--- config.mk ---
export PLATFORM = sky130hd
export DESIGN_NAME = dm_arbiter
export DESIGN_NICKNAME = d
export VERILOG_FILES = /design/src/rtl/dm_arb_pkg.sv /design/src/rtl/dm_arb_rr2.sv /design/src/rtl/dm_arbiter.sv
export SDC_FILE = /design/constraint.sdc
export NUM_CORES = 1
export LEC_CHECK = 0
export BUFFER_PORTS_ARGS = -buffer_cell sky130_fd_sc_hd__buf_2
export CAP_MARGIN = 5
export CORE_UTILIZATION = 49
export CTS_CLUSTER_SIZE = 8
export DETAILED_ROUTE_END_ITERATION = 16
export PLACE_DENSITY_LB_ADDON = 0.12
export SLEW_MARGIN = 25
export SYNTH_ARGS = -nofsm -noshare
export SYNTH_HDL_FRONTEND = slang
export SYNTH_SLANG_ARGS = --single-unit
--- constraint.sdc ---
create_clock -name clk -period 2.92 [get_ports clk]
set_clock_uncertainty 0.1 [all_clocks]
set_input_delay 0.584 -clock clk [delete_from_list [all_inputs] [get_ports clk]]
set_output_delay 0.584 -clock clk [all_outputs]
set_load 0.005 [all_outputs]
--- src/rtl/dm_arb_pkg.sv ---
// Shared constants and types for the dm_4k two-port arbiter.
package dm_arb_pkg;

   localparam logic [1:0] ST_IDLE   = 2'd0;
   localparam logic [1:0] ST_ACCESS = 2'd1;
   localparam logic [1:0] ST_RESP   = 2'd2;

   localparam logic PORT_CPU = 1'b0;
   localparam logic PORT_DBG = 1'b1;

   typedef enum logic [1:0] {
      StIdle   = ST_IDLE,
      StAccess = ST_ACCESS,
      StResp   = ST_RESP
   } dm_arb_state_e;

endpackage

--- src/rtl/dm_arb_rr2.sv ---
// Two-way round-robin picker; on a tie the port that was not granted last wins.
module dm_arb_rr2
   import dm_arb_pkg::*;
(
   input  logic req0_i,
   input  logic req1_i,
   input  logic last_i,
   output logic gnt0_o,
   output logic gnt1_o,
   output logic sel_o
);

   always_comb begin
      gnt0_o = req0_i & (~req1_i | (last_i == PORT_DBG));
      gnt1_o = req1_i & (~req0_i | (last_i == PORT_CPU));
      sel_o  = gnt1_o ? PORT_DBG : PORT_CPU;
   end

endmodule

--- src/rtl/dm_arbiter.sv ---
// Round-robin arbiter/sequencer sharing dm_4k between CPU and debug ports.
// Optional grant counters are enabled by defining DM_ARB_STATS_EN.
module dm_arbiter
   import dm_arb_pkg::*;
#(
   parameter int unsigned AW   = 10,
   parameter int unsigned DW   = 32,
   parameter int unsigned CNTW = 16
) (
   input  logic            clk,
   input  logic            rst_n,
   input  logic            req0_i,
   input  logic            req1_i,
   input  logic            we0_i,
   input  logic            we1_i,
   input  logic [AW+1:2]   addr0_i,
   input  logic [AW+1:2]   addr1_i,
   input  logic [DW-1:0]   wdata0_i,
   input  logic [DW-1:0]   wdata1_i,
   output logic            gnt0_o,
   output logic            gnt1_o,
   output logic            rvalid0_o,
   output logic            rvalid1_o,
   output logic [DW-1:0]   rdata0_o,
   output logic [DW-1:0]   rdata1_o,
   output logic [AW+1:2]   dm_addr_o,
   output logic [DW-1:0]   dm_din_o,
   output logic            dm_we_o,
   input  logic [DW-1:0]   dm_dout_i,
   output logic [CNTW-1:0] gcnt0_o,
   output logic [CNTW-1:0] gcnt1_o
);

   dm_arb_state_e  state_q;
   logic           last_q;
   logic           owner_q;
   logic [AW+1:2]  dm_addr_q;
   logic [DW-1:0]  dm_din_q;
   logic           dm_we_q;
   logic           rvalid0_q;
   logic           rvalid1_q;
   logic [DW-1:0]  rdata0_q;
   logic [DW-1:0]  rdata1_q;

   logic idle;
   logic rr_gnt0;
   logic rr_gnt1;
   logic rr_sel;

   assign idle = (state_q == StIdle);

   // Requests are only offered to the picker in IDLE, so grants cannot appear elsewhere.
   dm_arb_rr2 u_rr2 (
      .req0_i (req0_i & idle),
      .req1_i (req1_i & idle),
      .last_i (last_q),
      .gnt0_o (rr_gnt0),
      .gnt1_o (rr_gnt1),
      .sel_o  (rr_sel)
   );

   always_ff @(posedge clk or negedge rst_n) begin
      if (!rst_n) begin
         state_q   <= StIdle;
         last_q    <= PORT_DBG;
         owner_q   <= PORT_CPU;
         dm_addr_q <= '0;
         dm_din_q  <= '0;
         dm_we_q   <= 1'b0;
         rvalid0_q <= 1'b0;
         rvalid1_q <= 1'b0;
         rdata0_q  <= '0;
         rdata1_q  <= '0;
      end else begin
         unique case (state_q)
            StIdle: begin
               if (rr_gnt0 | rr_gnt1) begin
                  owner_q   <= rr_sel;
                  last_q    <= rr_sel;
                  dm_addr_q <= (rr_sel == PORT_DBG) ? addr1_i : addr0_i;
                  dm_din_q  <= (rr_sel == PORT_DBG) ? wdata1_i : wdata0_i;
                  dm_we_q   <= (rr_sel == PORT_DBG) ? we1_i : we0_i;
                  state_q   <= StAccess;
               end
            end
            StAccess: begin
               // Writes also return the pre-write word as their acknowledge data.
               dm_we_q <= 1'b0;
               if (owner_q == PORT_DBG) begin
                  rdata1_q <= dm_dout_i;
               end else begin
                  rdata0_q <= dm_dout_i;
               end
               rvalid0_q <= (owner_q == PORT_CPU);
               rvalid1_q <= (owner_q == PORT_DBG);
               state_q   <= StResp;
            end
            StResp: begin
               rvalid0_q <= 1'b0;
               rvalid1_q <= 1'b0;
               state_q   <= StIdle;
            end
            default: begin
               state_q <= StIdle;
            end
         endcase
      end
   end

   assign gnt0_o    = rr_gnt0;
   assign gnt1_o    = rr_gnt1;
   assign rvalid0_o = rvalid0_q;
   assign rvalid1_o = rvalid1_q;
   assign rdata0_o  = rdata0_q;
   assign rdata1_o  = rdata1_q;
   assign dm_addr_o = dm_addr_q;
   assign dm_din_o  = dm_din_q;
   assign dm_we_o   = dm_we_q;

`ifdef DM_ARB_STATS_EN
   localparam logic [CNTW-1:0] CntOne = {{(CNTW-1){1'b0}}, 1'b1};

   logic [CNTW-1:0] gcnt0_q;
   logic [CNTW-1:0] gcnt1_q;

   // Saturating counters: they stick at all-ones until reset.
   always_ff @(posedge clk or negedge rst_n) begin
      if (!rst_n) begin
         gcnt0_q <= '0;
         gcnt1_q <= '0;
      end else begin
         if (rr_gnt0 && (gcnt0_q != '1)) begin
            gcnt0_q <= gcnt0_q + CntOne;
         end
         if (rr_gnt1 && (gcnt1_q != '1)) begin
            gcnt1_q <= gcnt1_q + CntOne;
         end
      end
   end

   assign gcnt0_o = gcnt0_q;
   assign gcnt1_o = gcnt1_q;
`else
   assign gcnt0_o = '0;
   assign gcnt1_o = '0;
`endif

endmodule

**Word level (Yosys, flattened, before mapping)**

Cells that the tools add are included.

- Input bits: 122
- Output and inout port bits: 143
- Bits in registers: 113
- Logic and storage cells: 41

- Equality and inequality tests: 3
- Reductions and logical operators: 7
- Mux-type cells: 10
- Bitwise logic cells: 11

Operators by type and width:

| kind | number |
|---|---|
| $mux W32 | 1 |
| $mux W10 | 1 |
| $reduce_and A2 Y1 | 4 |
| $pmux W1 S2 | 3 |
| $and A1 B1 Y1 | 4 |
| $not A1 Y1 | 4 |
| $pmux W2 S2 | 1 |
| $reduce_bool A2 Y1 | 2 |
| $mux W1 | 3 |
| $or A1 B1 Y1 | 3 |
| $eq A2 B1 Y1 const B | 1 |
| $eq A2 B2 Y1 const B | 1 |
| $logic_not A2 Y1 | 1 |
| $mux W2 | 1 |
| $ne A2 B1 Y1 const B | 1 |

**Longest topological paths before layout**

Gate-level depths: netlist of run 1.

- Depth in word-level cells: 9
- Depth in mapped cells: 7
- Depth with buffers taken out: 6

**Modules after synthesis**

Synthesis of run 1 repeated with hierarchy kept, for this count alone.

- Cells, all modules: 392
- Area, all modules: 4977.3 µm²

Modules (own cells, without submodules):

| module | times used | cells each | area an instance (µm²) | seq. area each (µm²) |
|---|---|---|---|---|
| dm_arbiter | 1 | 388 | 4951.0 | 2829.0 |
| dm_arb_rr2 | 1 | 4 | 26.3 | 0.0 |

**Worst setup path after synthesis of run 1**

Ideal clock, no wire load.

- Path kind: register to output
- Start point: reg state_q[0]
- End point: out gnt1_o
- Stages on the path, launching flop included: 7
- Arrival time: 1.160 ns
- Buffers on the path: 2
- Path slack: 1.076 ns
- Data required time: 2.236 ns
- Cells stage by stage: dfrtp_1 > inv_1 > ha_1 > nand3_2 > buf_12 > buf_8 > inv_1

- Word-level cells in the longest chain between the ends: 5
- Elaborated cells between the ends (all ways): 6
- Those cells by class: 5 x bitwise; 1 x reduce/logical

Ends and longest elaborated chain:

| what | line | text |
|---|---|---|
| start, declared | dm_arbiter.sv:34 | `dm_arb_state_e state_q;` |
| start signal, assigned | dm_arbiter.sv:64 | `state_q <= StIdle;` |
| start signal, assigned | dm_arbiter.sv:83 | `state_q <= StAccess;` |
| start signal, assigned | dm_arbiter.sv:96 | `state_q <= StResp;` |
| $logic_not A2 Y1 * | dm_arbiter.sv:50 | `assign idle = (state_q == StIdle);` |
| $and A1 B1 Y1 | dm_arbiter.sv:54 | `.req0_i (req0_i & idle),` |
| $not A1 Y1 | dm_arb_rr2.sv:15 | `gnt1_o = req1_i & (~req0_i \| (last_i == PORT_CPU));` |
| $or A1 B1 Y1 | dm_arb_rr2.sv:15 |  |
| $and A1 B1 Y1 * | dm_arb_rr2.sv:15 |  |
| end, declared | dm_arbiter.sv:21 | `output logic gnt1_o,` |

Mark *: on every way between the ends. The rest lies on a longest branch, timed or not.

**Final worst setup path of run 1**

- Start point: reg state_q[1]
- End point: out gnt1_o

Same word-level chain as after synthesis.

==> impl_results.md, run 1 <==
- Area fraction of the dominant cell type after synthesis: 0.562
- Post-DR vias/cell: 4.67
- Logic pwr share: 0.368
- Synth Register Bits: 113
- Worst reg2reg endpoint: dm_addr_o[11]
- M1 WL: 4.30 mm
- Startpoint Class: register
- 1st-pass router iterations: 4
- Worst Slack Setup Final: 0.449 ns
- Unrepaired setup endpoints after global routing: false
- CTS tree: built
- Vias in the first global route: 3,504
- Mapped cell area: 4980 um^2
- H-tree depth: 4
- Pleak: 3.60 nW
- CTS sink cnt: 113
- Final Hold Fails: 0
- # hold bufs at CTS: 0
- Post-DR wirelength/cell: 14.1 um
- Final instance area: 6670 um^2
- CP Max Fanout: 8
- Vias: 3,616
- Die height: 103 um
- Arrival @ worst endpoint: 1.79 ns
- Max Fclk: 405 MHz
- Gr ovfl total: 0
- # DRC: 0
- Crit path largest cell delay: 0.38 ns
- Synth top area cells: dfrtp_1, mux2_2, mux2i_1
- Worst vdd ir: 0.438 mV
- Reg2reg setup slack: 0.97 ns
- Worst r2r src: state_q[1]
- Cell family with the largest share of critical-path delay: flip-flops
- Post-CTS resize count: 0
- CP Data Required Time: 2.24 ns
- Setup TNS: 0 ns
- Psw: 0.00238 W
- Synth-to-Final Area Change: 33.9%
- Non-Filler Instances: 774
- Initial core utilization: 0.508
- Max Cap Viol: 0
- Mapped Cells: 390
- Fin Hold WS: 0.0196 ns
- Worst slack, placed: 0.931 ns
- Clock Power Share: 0.265
- Placed cell count: 741
- Floorplan row count: 36
- Die W: 103 um
- First-pass GRT wire length: 16.1 mm
- Worst Hold Class: primary input to async pin
- Tcrit/Tclk final: 0.846
- Routed wire length: 10.9 mm
- Crit path max-delay cell type: dfrtp_1
- FILL cells: 789
- Reg power frac: 0.367
- GRT Total Usage: 0.204
- Post-DP HPWL: 8.32 mm
- Clk root buf: clkbuf_8
- Top sig layer: met4
- CP endpoint kind: primary output
- Post-Syn Area per Cell: 12.8 um^2
- Met3 WL: 895 um
- Cells along the critical path: inv_1 -> ha_1 -> nand3_2 -> inv_1 -> buf_2
- Sw frac: 0.317
- Share of layout cells above drive strength 1: 0.527
- Worst Tran Pin Value: 0.650 ns
- Initial DRC Count: 54
- Min Tclk post-route: 2.47 ns
- CTS Buf Count: 17
- Antenna violations before repair: 0
- Worst path most repeated cell: inv_1
- Core area: 9820 um^2
- # Post-CTS Setup Buffers: 0
- Met2 WL: 5.57 mm
- Commonest non-fill, non-tap cell in the layout: buf_2
- Most frequent cells in the layout: buf_2, dfrtp_1, mux2_2
- Post-synthesis sequential area ratio: 0.568
- Top cell type by total area after synthesis: dfrtp_1
- Die footprint: 10,600 um^2
- Cells on worst reg2reg path: 6
- Clk slew on worst S/H paths: 0.05 ns
- Fin nets: 753
- Post-synthesis cell type count: 26
- Setup CP Type: register to primary output
- Internal power: 0.00514 W
- Pins Over Slew Limit: 0
- Port Buf Inserts: 232
- Finish-stage setup viols: 0
- CP Buf/Inv Count: 3
- DP Area: 6090 um^2
- Synth warnings: 0
- Status: finished, final reports clean
- CTS max path bufs: 2
- Final ANT Viol Nets: 0
- Top Ports: 265
- Worst-skew pair later-pin latency: 0.48 ns
- Gpl congestion: 0.781
- Pwr/cell area: 1130 nW/um^2
- Relative slew slack: 0.566
- Largest net degree at the start of global routing: 51
==> cell usage after synthesis, drive strengths merged <==
| master | count |
|---|---|
| a21oi | 1 |
| buf | 48 |
| clkbuf | 5 |
| conb | 1 |
| dfrtp | 112 |
| dfstp | 1 |
| ha | 4 |
| inv | 5 |
| mux2 | 65 |
| mux2i | 43 |
| nand2 | 52 |
| nand2b | 1 |
| nand3 | 2 |
| nand3b | 1 |
| nor2 | 1 |
| nor2b | 1 |
| o21ai | 46 |
| o31ai | 1 |
==> flip-flops by register name (all words and copies together) (netlist names) <==
register / flops
rvalid0_o: 1
state_q: 2
dm_we_o: 1
rdata0_o: 32
last_q: 1
rdata1_o: 32
dm_addr_o: 10
owner_q: 1
rvalid1_o: 1
dm_din_o: 32
==> worst register-to-register path: stages (launching register included) <==
cell and delay (ns):
dfrtp_1 0.38, inv_1 0.13, ha_1 0.31, nand3_2 0.28
buf_12 0.29, mux2i_1 0.26, o21ai_1 0.09
==> worst max-delay path by stage <==
| stage | startpoint | endpoint | slack [ns] | cells past startpoint |
|---|---|---|---|---|
| floorplan | state_q[0] | gnt1_o | 1.08 | 6 |
| global placement | state_q[0] | gnt1_o | 0.98 | 5 |
| detailed placement | state_q[0] | gnt1_o | 0.93 | 5 |
| CTS | state_q[1] | gnt1_o | 0.41 | 5 |
| global route | state_q[1] | gnt1_o | 0.27 | 5 |
| finish | state_q[1] | gnt1_o | 0.45 | 5 |
==> power groups by stage <==
stage                     clock network (W)  logic (W)  registers (W)
final                               0.00199    0.00277        0.00276
after global routing                0.00211    0.00309        0.00287
after CTS                           0.00203    0.00282        0.00277
after detailed placement                  0    0.00283        0.00278
after global placement                    0    0.00274        0.00275
after floorplan                           0    0.00166        0.00284
==> metrics by stage <==
step | total power, W | util
3_3_place_gp | 0.00549 | 0.620
5_1_grt | 0.00806 | 0.679
2_1_floorplan | 0.00450 | -
3_5_place_dp | 0.00561 | 0.620
4_1_cts | 0.00762 | 0.679
6_report | 0.00752 | 0.680
==> area by class of cell <==
class                      count  area (um^2)  share of cell area
sequential                   113         2830               0.424
clock inverter                13          163              0.0244
inverter                       5         18.8             0.00281
clock buffer                  19          422              0.0632
antenna                        1         2.50            0.000375
multi-input combinational    250         1820               0.273
tap                          133          166              0.0249
timing repair buffer         240         1250               0.187
==> routing by layer <==
| layer | vias up | GRT usage |
|---|---|---|
| met2 | 150 | 0.343 |
| met4 | 0 | 0.0921 |
| met5 | - | 0 |
| li1 | 1747 | - |
| met1 | 1709 | 0.231 |
| met3 | 10 | 0.0759 |
==> logic make-up after synthesis <==
logic type,Yosys count,share of synthesized area
flops,113,0.568
mux,108,0.233
buf+inv,58,0.0919
simple gates,58,0.0470
compound gates,48,0.0495
fa+ha+maj,4,0.0100
other cells,1,0.000752
Power figures use the tool's default switching activity.
==> inputs of run 2 (changes only) <==
Settings changed: CORE_UTILIZATION 49 to 45.
Clock period 2.92 ns to 2.32 ns, I/O delays scaled along.
==> run 2 against run 1 <==
- critical path depth unchanged
- non-clock buffer count up 2
- final area up 0.45%
- power up 25%
- die area up 8.7%
- sequential power up 26%
- worst setup slack worse by 0.27 ns
- first-iteration DRC count rose to 3.3 times the previous value
- sequential share of layout area down 0.19 points
- final cell count up 1.0%
- register-to-register slack worse by 0.51 ns
- highest routed layer unchanged
==> impl_results.md, run 2 (synthesized netlist as in run 1, its figures left out) <==
- Clock Power Share: 0.259 (-0.006)
- Vias: 3,653 (+1.0%)
- Die W: 107 um (+4.3%)
- Status: finished, final reports clean
- CTS sink cnt: 113 (unchanged)
- Worst Hold Class: primary input to register
- Relative slew slack: 0.614 (+0.0474)
- # DRC: 0 (unchanged)
- Internal power: 0.00645 W (+26%)
- Synth-to-Final Area Change: 34.5%
- Finish-stage setup viols: 0 (unchanged)
- CTS Buf Count: 17 (unchanged)
- # Post-CTS Setup Buffers: 0 (unchanged)
- Post-DR vias/cell: 4.67 (about the same)
- Post-DR wirelength/cell: 14.0 um (-0.63%)
- Post-DP HPWL: 7.98 mm (-4.1%)
- Clk root buf: clkbuf_8
- Reg power frac: 0.369 (+0.002)
- Die height: 107 um (+4.3%)
- Pins Over Slew Limit: 0 (unchanged)
- CP Max Fanout: 5 (-3)
- FILL cells: 902 (+14%)
- Top Ports: 265 (unchanged)
- Core area: 10,800 um^2 (+9.9%)
- CTS max path bufs: 2 (unchanged)
- Setup TNS: 0 ns (unchanged)
- First-pass GRT wire length: 17.3 mm (+6.9%)
- Min Tclk post-route: 2.14 ns
- CTS tree: built
- Antenna violations before repair: 0 (unchanged)
- H-tree depth: 4 (unchanged)
- Initial DRC Count: 180 (+230%)
- Psw: 0.00298 W (+25%)
- Share of layout cells above drive strength 1: 0.526 (about the same)
- Tcrit/Tclk final: 0.922
- Max Fclk: 467 MHz
- Worst vdd ir: 0.569 mV (+30%)
- Pwr/cell area: 1410 nW/um^2 (+25%)
- Startpoint Class: register
- 1st-pass router iterations: 4 (unchanged)
- Logic pwr share: 0.372 (+0.004)
- Final Hold Fails: 0 (unchanged)
- Gr ovfl total: 0 (unchanged)
- Worst-skew pair later-pin latency: 0.51 ns (+0.03 ns)
- Vias in the first global route: 3,531 (+0.77%)
- Sw frac: 0.316 (-0.000672)
- Routed wire length: 11.0 mm (+0.39%)
- Final ANT Viol Nets: 0 (unchanged)
- CP endpoint kind: primary output
- Pleak: 3.61 nW (+0.12%)
- Clk slew on worst S/H paths: 0.05 ns (about the same)
- Die footprint: 11,500 um^2 (+8.7%)
- Largest net degree at the start of global routing: 69 (+35%)
- Most frequent cells in the layout: buf_2, dfrtp_1, mux2_2
- CP Data Required Time: 1.76 ns (-0.48 ns)
- Commonest non-fill, non-tap cell in the layout: buf_2
- Fin nets: 755 (+0.27%)
- Setup CP Type: register to primary output
- Gpl congestion: 0.731 (-6.3%)
- Initial core utilization: 0.462 (-0.0458)
- Worst Tran Pin Value: 0.579 ns (-0.0711 ns)
- Unrepaired setup endpoints after global routing: false
- Placed cell count: 749 (+1.1%)
- Arrival @ worst endpoint: 1.58 ns (-0.21 ns)
- Max Cap Viol: 0 (unchanged)
- Port Buf Inserts: 232 (unchanged)
- GRT Total Usage: 0.198 (-0.00567)
- ANT cells: 0 (-1)
- Floorplan row count: 38 (+5.6%)
- Non-Filler Instances: 782 (+1.0%)
==> run 2: cell type report <==
class                   instances  area, um^2  share of cell area
clock buffers                  22         453              0.0676
clock inverters                10         110              0.0164
inverters                       5        18.8             0.00280
multi-input cells             250        1830               0.272
flip-flops and latches        113        2830               0.422
well taps                     140         175              0.0261
repair buffers                242        1290               0.193
==> run 2: metrics by stage <==
| step | hold slack [ns] | area, um^2 | setup slack (ns) | power [W] | util |
|---|---|---|---|---|---|
| after CTS | 0.0662 | 6700 | 0.0773 | 0.00958 | 0.621 |
| final | 0.0941 | 6700 | 0.180 | 0.00943 | 0.621 |
| after global routing | 0.0808 | 6700 | 0.0410 | 0.0101 | 0.621 |
| after global placement | 0.361 | 6130 | 0.468 | 0.00696 | 0.568 |
| after floorplan | 0.0684 | 5100 | 0.596 | 0.00567 | - |
| after detailed placement | 0.367 | 6130 | 0.378 | 0.00708 | 0.568 |
==> run 2: power groups by stage <==
| stage | sequential [W] | clock [W] | combinational [W] |
|---|---|---|---|
| 2_1_floorplan | 0.00357 | 0 | 0.00209 |
| 3_3_place_gp | 0.00346 | 0 | 0.00349 |
| 3_5_place_dp | 0.00350 | 0 | 0.00358 |
| 4_1_cts | 0.00349 | 0.00251 | 0.00357 |
| 5_1_grt | 0.00362 | 0.00259 | 0.00391 |
| 6_report | 0.00348 | 0.00244 | 0.00351 |
==> run 2: path summary, 6_finish.rpt <==
path                               from      endpoint  slack [ns]  cells past startpoint
setup / recovery             state_q[0]        gnt0_o        0.18                      5
min in group asynchronous         rst_n   rdata1_o[5]        0.39                      2
hold / removal             dm_dout_i[6]   rdata0_o[6]        0.09                      2
hold reg to reg            dm_din_o[26]  dm_din_o[26]        0.37                      2
setup reg to reg             state_q[0]  dm_addr_o[9]        0.46                      6
max in group asynchronous         rst_n        last_q        1.04                      3
==> run 2: what timing repair did <==
action,CTS,global route
gates resized for setup,0,1
endpoints found under the setup margin,0,1
hold buffers,1,0
hold endpoints to repair,38,0
==> run 2: per-layer routing <==
layer  wire length [um]  up-vias  global-route usage
met4                108        0              0.0793
met3                953       10              0.0699
met2               5500      165               0.335
li1                   -     1751                   -
met1               4410     1727               0.228
met5                  0        -                   0
==> run 2: critical path: stages, from the launching register on <==
cell     delay [ns]
dfrtp_1        0.38
inv_1          0.12
ha_2           0.26
nand2_1        0.07
a21oi_1        0.11
buf_2          0.13
